[src/rtl/send.sv]
// Write-side burst producer for the async FIFO (clk_w domain).
// Ports: clk_w/reset, start/abort/burst_len/seed in, overflow from FIFO;
// data_w/wr_en to FIFO, busy/done/sent_cnt status. Macro: SEND_PRBS_EN.
module send #(
  parameter int DW    = 8,
  parameter int LEN_W = 8,
  parameter int GAP   = 2,
  parameter int CNT_W = 16
) (
  input  logic             clk_w,
  input  logic             reset,
  input  logic             start,
  input  logic             abort,
  input  logic [LEN_W-1:0] burst_len,
  input  logic [DW-1:0]    seed,
  input  logic             overflow,
  output logic [DW-1:0]    data_w,
  output logic             wr_en,
  output logic             busy,
  output logic             done,
  output logic [CNT_W-1:0] sent_cnt
);

  localparam int GW = $clog2(GAP + 2);

  typedef enum logic [1:0] {
    S_IDLE,
    S_SEND,
    S_GAP
  } state_t;

  state_t           state_q, state_d;
  logic [LEN_W-1:0] remaining_q, remaining_d;
  logic [GW-1:0]    gap_cnt_q, gap_cnt_d;
  logic [DW-1:0]    data_q, data_d;
  logic             wr_en_q, wr_en_d;
  logic             busy_q, busy_d;
  logic             done_q, done_d;
  logic [CNT_W-1:0] sent_cnt_q, sent_cnt_d;
  logic             accept;
  logic [DW-1:0]    seed_l;

  function automatic logic [DW-1:0] nxt(input logic [DW-1:0] d);
`ifdef SEND_PRBS_EN
    return {d[6:0], d[7] ^ d[5] ^ d[4] ^ d[3]};
`else
    return d + DW'(1);
`endif
  endfunction

  // A zero seed would lock the LFSR, so it is swapped for 1.
`ifdef SEND_PRBS_EN
  assign seed_l = (seed == '0) ? DW'(1) : seed;
`else
  assign seed_l = seed;
`endif

  assign accept = wr_en_q && !overflow;

  always_comb begin
    state_d     = state_q;
    remaining_d = remaining_q;
    gap_cnt_d   = gap_cnt_q;
    data_d      = data_q;
    wr_en_d     = wr_en_q;
    busy_d      = busy_q;
    done_d      = 1'b0;
    sent_cnt_d  = sent_cnt_q;
    if (accept) begin
      sent_cnt_d = sent_cnt_q + CNT_W'(1);
    end
    unique case (state_q)
      S_IDLE: begin
        if (start && !abort) begin
          if (burst_len != '0) begin
            remaining_d = burst_len;
            data_d      = seed_l;
            wr_en_d     = 1'b1;
            busy_d      = 1'b1;
            state_d     = S_SEND;
          end else begin
            done_d = 1'b1;
          end
        end
      end
      S_SEND: begin
        if (abort) begin
          state_d = S_IDLE;
          wr_en_d = 1'b0;
          busy_d  = 1'b0;
        end else if (accept) begin
          if (remaining_q > LEN_W'(1)) begin
            data_d      = nxt(data_q);
            remaining_d = remaining_q - LEN_W'(1);
          end else begin
            wr_en_d     = 1'b0;
            remaining_d = '0;
            if (GAP > 0) begin
              state_d   = S_GAP;
              gap_cnt_d = GW'(GAP);
            end else begin
              state_d = S_IDLE;
              busy_d  = 1'b0;
              done_d  = 1'b1;
            end
          end
        end
      end
      S_GAP: begin
        if (abort) begin
          state_d = S_IDLE;
          wr_en_d = 1'b0;
          busy_d  = 1'b0;
        end else if (gap_cnt_q == GW'(1)) begin
          state_d = S_IDLE;
          busy_d  = 1'b0;
          done_d  = 1'b1;
        end else begin
          gap_cnt_d = gap_cnt_q - GW'(1);
        end
      end
      default: begin
        state_d = S_IDLE;
        wr_en_d = 1'b0;
        busy_d  = 1'b0;
      end
    endcase
  end

  always_ff @(posedge clk_w) begin
    if (reset) begin
      state_q     <= S_IDLE;
      remaining_q <= '0;
      gap_cnt_q   <= '0;
      data_q      <= '0;
      wr_en_q     <= 1'b0;
      busy_q      <= 1'b0;
      done_q      <= 1'b0;
      sent_cnt_q  <= '0;
    end else begin
      state_q     <= state_d;
      remaining_q <= remaining_d;
      gap_cnt_q   <= gap_cnt_d;
      data_q      <= data_d;
      wr_en_q     <= wr_en_d;
      busy_q      <= busy_d;
      done_q      <= done_d;
      sent_cnt_q  <= sent_cnt_d;
    end
  end

  assign data_w   = data_q;
  assign wr_en    = wr_en_q;
  assign busy     = busy_q;
  assign done     = done_q;
  assign sent_cnt = sent_cnt_q;

endmodule

[config.mk]
export PLATFORM = sky130hd
export DESIGN_NAME = send
export DESIGN_NICKNAME = d
export VERILOG_FILES = /design/src/rtl/send.sv
export SDC_FILE = /design/constraint.sdc
export NUM_CORES = 1
export LEC_CHECK = 0
export ABC_AREA = 1
export CORE_UTILIZATION = 51
export CTS_CLUSTER_DIAMETER = 30
export DETAILED_ROUTE_END_ITERATION = 10
export PLACE_DENSITY = 0.82
export SYNTH_ARGS = -nofsm -noshare
export SYNTH_HDL_FRONTEND = slang
export SYNTH_SLANG_ARGS = --single-unit
[constraint.sdc]
create_clock -name clk_w -period 2 [get_ports clk_w]
set_input_delay 0.4 -clock clk_w [delete_from_list [all_inputs] [get_ports clk_w]]
set_output_delay 0.4 -clock clk_w [all_outputs]
set_load 0.005 [all_outputs]
## Yosys cells after proc, flatten, opt, wreduce, memory -nomap -nowiden

Cells that the tools add are included.

| storage, ports and cells | value |
|---|---|
| bits in read-only memories | 0 |
| memories kept | 0 |
| word-level logic and storage cells | 82 |
| output and inout port bits | 27 |
| memory bits (writable) | 0 |
| bits in latches | 0 |
| input bits | 21 |
| register bits | 39 |

| operators by class | value |
|---|---|
| reductions and logical operators | 14 |
| multiply operators | 0 |
| order comparisons | 1 |
| multiplexer cells | 39 |
| divide/modulo/power cells | 0 |
| $add $sub $neg | 4 |
| shift operators | 0 |
| eq/ne operators | 16 |
| bitwise operators | 0 |

Operator list:

| cell | number |
|---|---|
| 2-to-1 mux 8 bit | 10 |
| case mux 8 bit (2 select lines) | 2 |
| 2-to-1 mux 2 bit | 10 |
| inequality test 2 bit (second input constant) | 10 |
| adder 16 x 1 -> 16 bit (second input constant) | 1 |
| AND reduction 5 bit | 3 |
| 2-to-1 mux 1 bit | 12 |
| AND reduction 6 bit | 2 |
| inequality test 3 bit (second input constant) | 3 |
| adder 8 x 1 -> 8 bit (second input constant) | 1 |
| greater-than comparator 8 x 1 -> 1 bit (second input constant) | 1 |
| nonzero test 8 bit | 1 |
| subtractor 8 x 1 -> 8 bit (second input constant) | 1 |
| case mux 1 bit (3 select lines) | 2 |
| case mux 2 bit (3 select lines) | 1 |
| == test 2 x 1 -> 1 bit (second input constant) | 2 |
| case mux 2 bit (2 select lines) | 1 |
| AND reduction 4 bit | 1 |
| nonzero test 2 bit | 2 |
| == test 2 bit (second input constant) | 1 |
| logical AND 1 bit | 2 |
| zero test 1 bit | 2 |
| zero test 2 bit | 1 |
| case mux 1 bit (2 select lines) | 1 |
| subtractor 2 x 1 -> 2 bit (second input constant) | 1 |

## Logic depth before layout (Yosys ltp)

Gate-level depths: netlist of run 1.

| depth | value |
|---|---|
| depth in word-level cells | 5 |
| mapped depth | 12 |
| gate-level depth less buffers | 12 |

## Worst setup path before layout of run 1

No wires, ideal clock.

| timing | value |
|---|---|
| path type | reg2reg |
| from | register remaining_q[0] |
| to | register data_q[4] (netlist: data_w[4]) |
| path slack | 542 ps |
| setup time | 114 ps |
| data required time | 1886 ps |
| cell stages (with the launch flop) | 13 |
| clock period less this slack | 1458 ps |
| path buffers | 0 |
| arrival | 1344 ps |
| path through | dfxtp_1 > inv_1 > ha_1 > inv_1 > nand2_1 > nand2_1 > nor2_1 > nand2_1 > nand2_1 > nor2_2 > nand2_1 > nand2_1 > nor2_1 |

| on the way | value |
|---|---|
| longest elaborated chain between the ends | 3 |

Ends and longest elaborated chain:

| item | RTL line | source |
|---|---|---|
| start, declared | 33 | `logic [LEN_W-1:0] remaining_q, remaining_d;` |
| start signal, assigned | 142 | `remaining_q <= remaining_d;` |
| greater-than comparator 8 x 1 -> 1 bit | 92 | `if (remaining_q > LEN_W'(1)) begin` |
| inequality test 2 bit (no line) | -- |  |
| AND reduction 6 bit (no line) | -- |  |
| end signal, assigned | 144 | `data_q <= data_d;` |
| end, declared | 35 | `logic [DW-1:0] data_q, data_d;` |

Every way passes these cells.
A chain may end at the register's enable or synchronous reset.

## Worst setup path after layout of run 1

| timing | value |
|---|---|
| from | register sent_cnt_q[9] (netlist: sent_cnt[9]) |
| to | output sent_cnt[9] |

RTL lines:

| item | RTL line | source |
|---|---|---|
| start, declared | 39 | `logic [CNT_W-1:0] sent_cnt_q, sent_cnt_d;` |
| start signal, assigned | 148 | `sent_cnt_q <= sent_cnt_d;` |
| end, declared | 21 | `output logic [CNT_W-1:0] sent_cnt` |

No word-level cell between the ends.

==> results of run 1 <==
-- synth_stat cells --
master	n
nor3_4	1
or2_2	2
dfxtp_1	39
nor2_1	68
nand3_1	19
buf_4	1
xnor2_1	1
o21ai_0	25
buf_2	1
nand2_1	99
o21ai_1	1
nand4_1	7
a21oi_1	26
nor2_2	1
nor2_8	1
nand2_2	2
clkbuf_1	4
o22ai_1	1
nor2_4	1
o21ai_2	1
o21a_1	2
xor2_1	2
inv_1	44
ha_1	5
nor3b_1	2
nor3_1	6
o21bai_1	1
-- worst paths after layout --
kind,endpoint,slack [ps]
max,sent_cnt[9],270
max reg2reg,data_w[6],310
min,sent_cnt[12],490
min reg2reg,sent_cnt[12],490
-- report_power, final --
group | switching [µW] | internal, µW
Sequential | 59.4 | 832
Clock | 277 | 403
Combinational | 279 | 224
-- cell type report --
class                      instances  area, µm²
clock buffer                       6      82.58
inverter                          44      165.2
clock inverter                     2      35.03
multi-input combinational        274       1285
timing repair buffer              53      515.5
tap                               50      62.56
sequential                        39      780.7
fill                             361       1189
-- cells by family after synthesis --
| logic type | synth area share, % |
|---|---|
| adders and majority gates | 2.781 |
| xor gates and xnor gates | 1.168 |
| buffers and inverters | 8.565 |
| DFF | 34.71 |
| and+or+nand+nor | 39.54 |
| AOI/OAI and AO/OA | 13.24 |
-- registers in the layout (all words and copies together) (netlist names) --
name and count:
sent_cnt 16, data_w 8, remaining_q 8, gap_cnt_q 2, state_q 2, busy 1
done 1, wr_en 1
-- per-stage QoR --
stage,utilization [%],instances
2_1_floorplan,-,363
3_3_place_gp,68.05,460
3_5_place_dp,68.05,460
4_1_cts,70.90,468
5_1_grt,71.12,468
6_report,71.12,468
-- metal layers --
metal  vias up  part of all wire (%)  GRT usage [%]
met2        61                    46          45.71
met4         0                   1.6          11.98
met5         -                     0              0
met1      1063                    47          31.13
met3         9                   5.4          4.833
li1       1260                     -              -
-- tightest hold or removal path: stages (launching register included) --
cell     delay (ps)
dfxtp_1         340
inv_1            60
a21oi_1          50
==> results_dict.tcl, run 1 <==
set metrics [dict create \
    initial_core_util_pct 54.67 \
    slowest_delay_ps 560 \
    tightest_slew_ps 798.5 \
    wl_per_cell_um 11.57 \
    drive_above_1_share_pct 5.742 \
    die_area_um2 4681 \
    synth-seq-area-share_pct 34.71 \
    die_width_um 68.42 \
    synth_top_area_share_pct 34.71 \
    viasPerCell 5.113 \
    overflow 0 \
    syn_area_um2 2250 \
    placed_area_um2 2800 \
    fin_ws_ps 272.6 \
    grt_pass1_vias 2241 \
    clkSinkCount 39 \
    startpoint "sent_cnt[9]" \
    drc 0 \
    dpl.hpwl_mm 3.954 \
    insertion_delay_ps 300 \
    synth_seq_cells 39 \
    path_buf_inv 1 \
    fin_crit_ps 1727 \
    fp-row-count 23 \
    antenna_cells 0 \
    cts_tree "yes" \
    syn_area_per_cell_um2 6.197 \
    rsz0062_at_grt "no" \
    fmax_mhz 578.9 \
    hold_class "reg2reg" \
    power_uw 2074 \
    postCtsHoldBufs 0 \
    worst-path-max-fanout 8 \
    drv_cap 0 \
    slew_viol_final 0 \
    die_y_um 68.42 \
    whs_ps 491.0 \
    synth_top_area_cell "dfxtp_1" \
    ios 48 \
    vdd_ir_drop_max_uv 477.2 \
    hold_viol 0 \
    synth_warnings 0 \
    routed_wl_mm 5.414 \
    ant_nets 0 \
    drt_first_pass_iters 4 \
    p_leak_uw 0.001261 \
    fin_skew_ps 4.932 \
    vias 2393 \
    synth_fp_nets 389 \
    design_area_um2 2927 \
    coreArea_um2 4115 \
    crit_path_start_kind "flip-flop" \
    grt.total_usage_pct 26.34 \
    fin_nets 443 \
    setup-tns-final_ps 0 \
    crit_chain "clkdlybuf4s50_1" \
    cts_resized 0 \
    drtIter0Drc 151 \
    ctsHtreeMaxLevel 2 \
    power_per_cell_area_nw_per_um2 708.8 \
    area_growth_pct 30.09 \
    maxSlewHeadroom_pct 46.71 \
    final_cell_mix "nand2_1 (99), nor2_1 (68), clkdlybuf4s50_1 (47), inv_1 (44), dfxtp_1 (39)" \
    synth_area_leaders "dfxtp_1 (35%), nand2_1 (17%), nor2_1 (11%)" \
    cp_slowest_cell "clkdlybuf4s50_1" \
    grt_max_degree 28 \
    crit_family "buffers and inverters" \
    clk_pin_slew_ps 80 \
    postCtsSetupBuffers 0 \
    antenna_found_initial 0 \
    outcome "completed" \
    final_common_cell "nand2_1" \
    post-route-period-util_pct 86.37 \
    r2r_cells 12 \
    r2r_start "remaining_q[0]" \
    syn_inst 363 \
    setup_violations 0 \
    critical_path_class "reg2out" \
    gp_congestion 0.8653 \
    crit_required_ps 1600 \
    holdPathStages 2 \
    arrival_ps 1330 \
    cts_root_buf "clkbuf_8" \
    post-place-ws_ps -29.68 \
    end_kind "output pin" \
    min-delay-start "sent_cnt[12]" \
    cts_max_path_buffers 2 \
    synth_cell_types 27 \
    grt_pass1_wl_mm 9.149 \
    cp_num_cells 1 \
    numCtsBuffers 5 \
    port_buffers 47 \
]
Note: power is estimated with default switching activity, not from simulation.
==> run 2: changes to the inputs <==
CORE_UTILIZATION = 50   (was 51)
PLACE_DENSITY = 0.81   (was 0.82)
==> run 2 against run 1 <==
Net effect:
- critical path depth is 9 higher
- clock skew hardly changed
- global-route usage decreased by 3.1 points
- maximum frequency shrank 2.1%
- flip-flop and latch count is the same
- wire length increased by 0.70%
- via count is 1.0% higher
- register-to-register slack lost 50 ps
- cell area decreased by 0.60%
- core utilization decreased by 3.8 points
- sequential power barely moved
- clock power is 6.2% lower
==> results_dict.tcl, run 2 (synthesis results as in run 1) <==
set metrics [dict create \
    tightest_slew_ps 780.2 \
    p_leak_uw 0.001249 \
    fp-row-count 24 \
    setup_violations 0 \
    largest_reg_flops 16 \
    r2r_start "remaining_q[0]" \
    final_common_cell "nand2_1" \
    arrival_ps 1970 \
    insertion_delay_ps 290 \
    grt_pass1_vias 2211 \
    die_y_um 69.08 \
    critical_path_class "in2reg" \
    grt.total_usage_pct 23.19 \
    clk_pin_slew_ps 70 \
    worst-path-max-fanout 5 \
    viasPerCell 5.156 \
    end_kind "flip-flop" \
    die_area_um2 4771 \
    gp_congestion 0.8946 \
    crit_path_start_kind "input port" \
    cts_max_path_buffers 2 \
    ctsHtreeMaxLevel 2 \
    fin_crit_ps 1765 \
    r2r_slack_ps 260 \
    overflow 0 \
    routed_wl_mm 5.452 \
    ios 48 \
    clkSinkCount 39 \
    maxSlewHeadroom_pct 47.93 \
    area_growth_pct 29.31 \
    drv_cap 0 \
    rsz0062_at_grt "no" \
    antenna_found_initial 0 \
    drc 0 \
    fmax_mhz 566.7 \
    vdd_ir_drop_max_uv 385.6 \
    r2r_cells 12 \
    fin_skew_ps 4.451 \
    cts_resized 0 \
    rr_endpoint "data_w[4]" \
    postCtsHoldBufs 0 \
    hold_viol 0 \
    outcome "completed" \
    port_buffers 47 \
    crit_required_ps 2210 \
    vias 2418 \
    drt_first_pass_iters 4 \
    cts_tree "yes" \
    slew_viol_final 0 \
    cts_root_buf "clkbuf_8" \
    coreArea_um2 4324 \
    fillers 393 \
    dpl.hpwl_mm 3.955 \
    ant_nets 0 \
    power_per_cell_area_nw_per_um2 698.8 \
    die_width_um 69.08 \
    hold_class "reg2reg" \
    antenna_cells 0 \
    startpoint "abort" \
    grt_max_degree 28 \
    postCtsSetupBuffers 0 \
    power_uw 2033 \
    final_cell_mix "nand2_1 (99), nor2_1 (68), clkdlybuf4s50_1 (47), inv_1 (44), dfxtp_1 (39)" \
    post-route-period-util_pct 88.23 \
    fin_nets 443 \
    initial_core_util_pct 52.03 \
    drtIter0Drc 124 \
    wl_per_cell_um 11.62 \
    endpoint "remaining_q[3]" \
    grt_pass1_wl_mm 9.156 \
    drive_above_1_share_pct 5.276 \
    whs_ps 490.2 \
    numCtsBuffers 5 \
]
==> run 2: per-layer routing <==
metal  wire length (µm)  vias up  share of wire [%]  track usage (%)
met5                  0        -                  0                0
met4                 76        0                1.4            7.937
met3                278        7                5.1            4.532
met2               2635       67                 48            42.83
met1               2461     1078                 45            26.28
li1                   -     1266                  -                -
==> run 2: report_power, final <==
group / internal, µW / switching, µW
Sequential: 831 / 60.9
Clock: 365 / 273
Combinational: 222 / 281
Total: 1420 / 615
==> run 2: worst min path at each step <==
stage                            start  depth (start not counted)      endpoint
after floorplan                   busy                          2          busy
after global placement    sent_cnt[12]                          2  sent_cnt[12]
after detailed placement  sent_cnt[12]                          2  sent_cnt[12]
after CTS                 sent_cnt[12]                          2  sent_cnt[12]
after global routing      sent_cnt[12]                          2  sent_cnt[12]
final                             busy                          2          busy
==> run 2: cell type report <==
| cell class | instances | area, µm² | area share [%] |
|---|---|---|---|
| clock buffer | 5 | 68.82 | 2.366 |
| inverter | 44 | 165.2 | 5.677 |
| sequential | 39 | 780.7 | 26.84 |
| clock inverter | 2 | 37.54 | 1.290 |
| multi-input combinational | 274 | 1276 | 43.87 |
| timing repair buffer | 53 | 515.5 | 17.72 |
| tap | 52 | 65.06 | 2.237 |
==> run 2: stage by stage <==
step / cells / setup WS (ps) / TNS, ps / area (µm²) / utilization (%)
finish: 469 / 235.3 / 0 / 2909 / 67.27
CTS: 469 / 274.0 / 0 / 2909 / 67.27
global placement: 462 / 64.18 / 0 / 2803 / 64.81
detailed placement: 462 / -14.87 / -14.87 / 2803 / 64.81
global route: 469 / 36.92 / 0 / 2909 / 67.27
floorplan: 363 / 542.4 / 0 / 2250 / -
==> run 2: worst max-delay path, cell delays in order <==
cell	delay, ps
clkdlybuf4s50_1	460
inv_1	160
nand2_1	80
nand2_1	110
inv_1	60
nor2_1	180
nand2_1	180
nand2_1	100
nand2_1	60
a21oi_1	190
==> run 3: changes to the inputs <==
CORE_ASPECT_RATIO = 0.5   (was unset)
CORE_UTILIZATION = 30   (was 50)
PLACE_DENSITY = 0.54   (was 0.81)
==> run 3 against run 2 <==
Net effect:
- via count fell by 2.7%
- count of clock-buffer cells in the layout is 1 higher
- final cell count increased by 9.2%
- core utilization fell by 24 points
==> results_dict.tcl, run 3 (synthesis results as in run 1) <==
set metrics [dict create \
    outcome "completed" \
    combinationalPowerShare_pct 21.8 \
    end_kind "flip-flop" \
    antenna_cells 0 \
    coreArea_um2 6963 \
    crit_chain "inv_1, ha_1, inv_1, nand2_1, nand2_1, nor2_1, nand2_1, nand2_1, nor2_2, buf_4, o21ai_0, nor2_1" \
    fin_skew_ps 3.846 \
    antenna_found_initial 0 \
    clkSinkCount 39 \
    gp_congestion 0.7972 \
    tightest_slew_ps 806.2 \
    r2r_slack_ps 260 \
    drv_cap 0 \
    cp_slowest_cell "dfxtp_1" \
    final_core_util_pct 43.68 \
    fmax_mhz 573.6 \
    die_y_um 63.24 \
    slowest_delay_ps 340 \
    ctsHtreeMaxLevel 2 \
    setup_violations 0 \
    power_per_cell_area_nw_per_um2 763.1 \
    cts_max_path_buffers 2 \
    fin_nets 445 \
    die_width_um 124.5 \
    path_buf_inv 3 \
    post-route-period-util_pct 87.17 \
    fin_crit_ps 1743 \
    crit_top_cell "nand2_1" \
    crit_family "simple AND/OR/NAND/NOR gates" \
    vias 2353 \
    drc 0 \
    largest_reg_flops 16 \
    arrival_ps 1910 \
    top_layer "met4" \
    pwr-share-clk_pct 39.7 \
    slew_viol_final 0 \
    die_area_um2 7871 \
    wl_met2_mm 2.483 \
    hold_viol 0 \
    ios 48 \
    cts_tree "yes" \
    numCtsBuffers 5 \
    hold_class "reg2reg" \
    met1_length_mm 2.844 \
    initial_core_util_pct 32.31 \
    p_leak_uw 0.001295 \
    swShare_pct 27.49 \
    grt_max_degree 28 \
    intPower_uw 1683 \
    wl_per_cell_um 11.04 \
    critical_path_class "reg2reg" \
    grt_pass1_wl_mm 9.577 \
    postCtsSetupBuffers 0 \
    drive_above_1_share_pct 5.952 \
    viasPerCell 4.596 \
    crit_path_start_kind "flip-flop" \
    worst-path-max-fanout 7 \
    ant_nets 0 \
    final_cell_mix "nand2_1 (99), nor2_1 (68), clkdlybuf4s50_1 (47), inv_1 (44), dfxtp_1 (39)" \
    clk_pin_slew_ps 60 \
    maxSlewHeadroom_pct 46.19 \
    fp-row-count 21 \
    cts_resized 0 \
    cts_root_buf "clkbuf_16" \
    routed_wl_mm 5.654 \
    placed_area_um2 2868 \
    postCtsHoldBufs 0 \
    port_buffers 47 \
    grt.total_usage_pct 14.77 \
    rsz0062_at_grt "no" \
    design_area_um2 3042 \
    fillers 700 \
    crit_required_ps 2170 \
    seqPwrFrac_pct 38.4 \
    overflow 0 \
    drt_first_pass_iters 4 \
    insertion_delay_ps 280 \
    dpl.hpwl_mm 4.286 \
    final_common_cell "nand2_1" \
    area_growth_pct 35.21 \
    drtIter0Drc 113 \
    met3_length_um 307 \
    grt_pass1_vias 2125 \
    vdd_ir_drop_max_uv 339.0 \
    p_sw_uw 638.0 \
]
-- run 3: cell types whose count changed in the layout (fill, tap and decap cells not counted) --
| cell | change |
|---|---|
| buf_4 | +2 |
| clkbuf_8 | -4 |
| clkinv_2 | +1 |
| clkbuf_16 | +5 |
| clkinvlp_4 | -1 |
-- run 3: worst min-delay path: stages, from the launching register on --
cell and delay [ps]:
dfxtp_1 310, nand2_1 60, a21oi_1 50
-- run 3: cell type report --
type | count | area [µm²] | area share, %
Multi-Input combinational cell | 274 | 1276 | 41.96
Sequential cell | 39 | 780.7 | 25.67
Timing Repair Buffer | 55 | 530.5 | 17.44
Inverter | 44 | 165.2 | 5.430
Clock buffer | 6 | 138.9 | 4.566
Tap cell | 92 | 115.1 | 3.784
Clock inverter | 2 | 35.03 | 1.152
-- run 3: per-layer routing --
layer / GRT usage (%) / up-vias
met4: 2.711 / 0
li1: - / 1270
met5: 0 / -
met3: 3.738 / 2
met2: 24.45 / 49
met1: 19.56 / 1032
-- run 3: worst paths after layout --
kind                       start        end  depth (start not counted)
hold / removal              busy       busy                          2
hold reg to reg             busy       busy                          2
setup reg to reg  remaining_q[0]  data_w[1]                         12
setup / recovery  remaining_q[0]  data_w[1]                         12
-- run 3: metrics by stage --
step | setup slack (ps) | setup TNS (ps) | cells | total power, µW | hold WS, ps
after floorplan | 542.4 | 0 | 363 | 1212 | 456.1
after global placement | 66.34 | 0 | 504 | 1409 | 469.1
after detailed placement | -25.28 | -25.28 | 504 | 1416 | 464.4
after CTS | 267.6 | 0 | 512 | 2347 | 476.3
after global routing | 64.83 | 0 | 512 | 2469 | 506.1
final | 256.7 | 0 | 512 | 2321 | 467.6
-- run 3: power by group through the flow --
stage                     Sequential [µW]  Clock [µW]  Combinational (µW)
final                                 892         922                 507
after global routing                  904         988                 577
after CTS                             893         945                 509
after detailed placement              909           0                 506
after global placement                907           0                 502
after floorplan                       899           0                 314
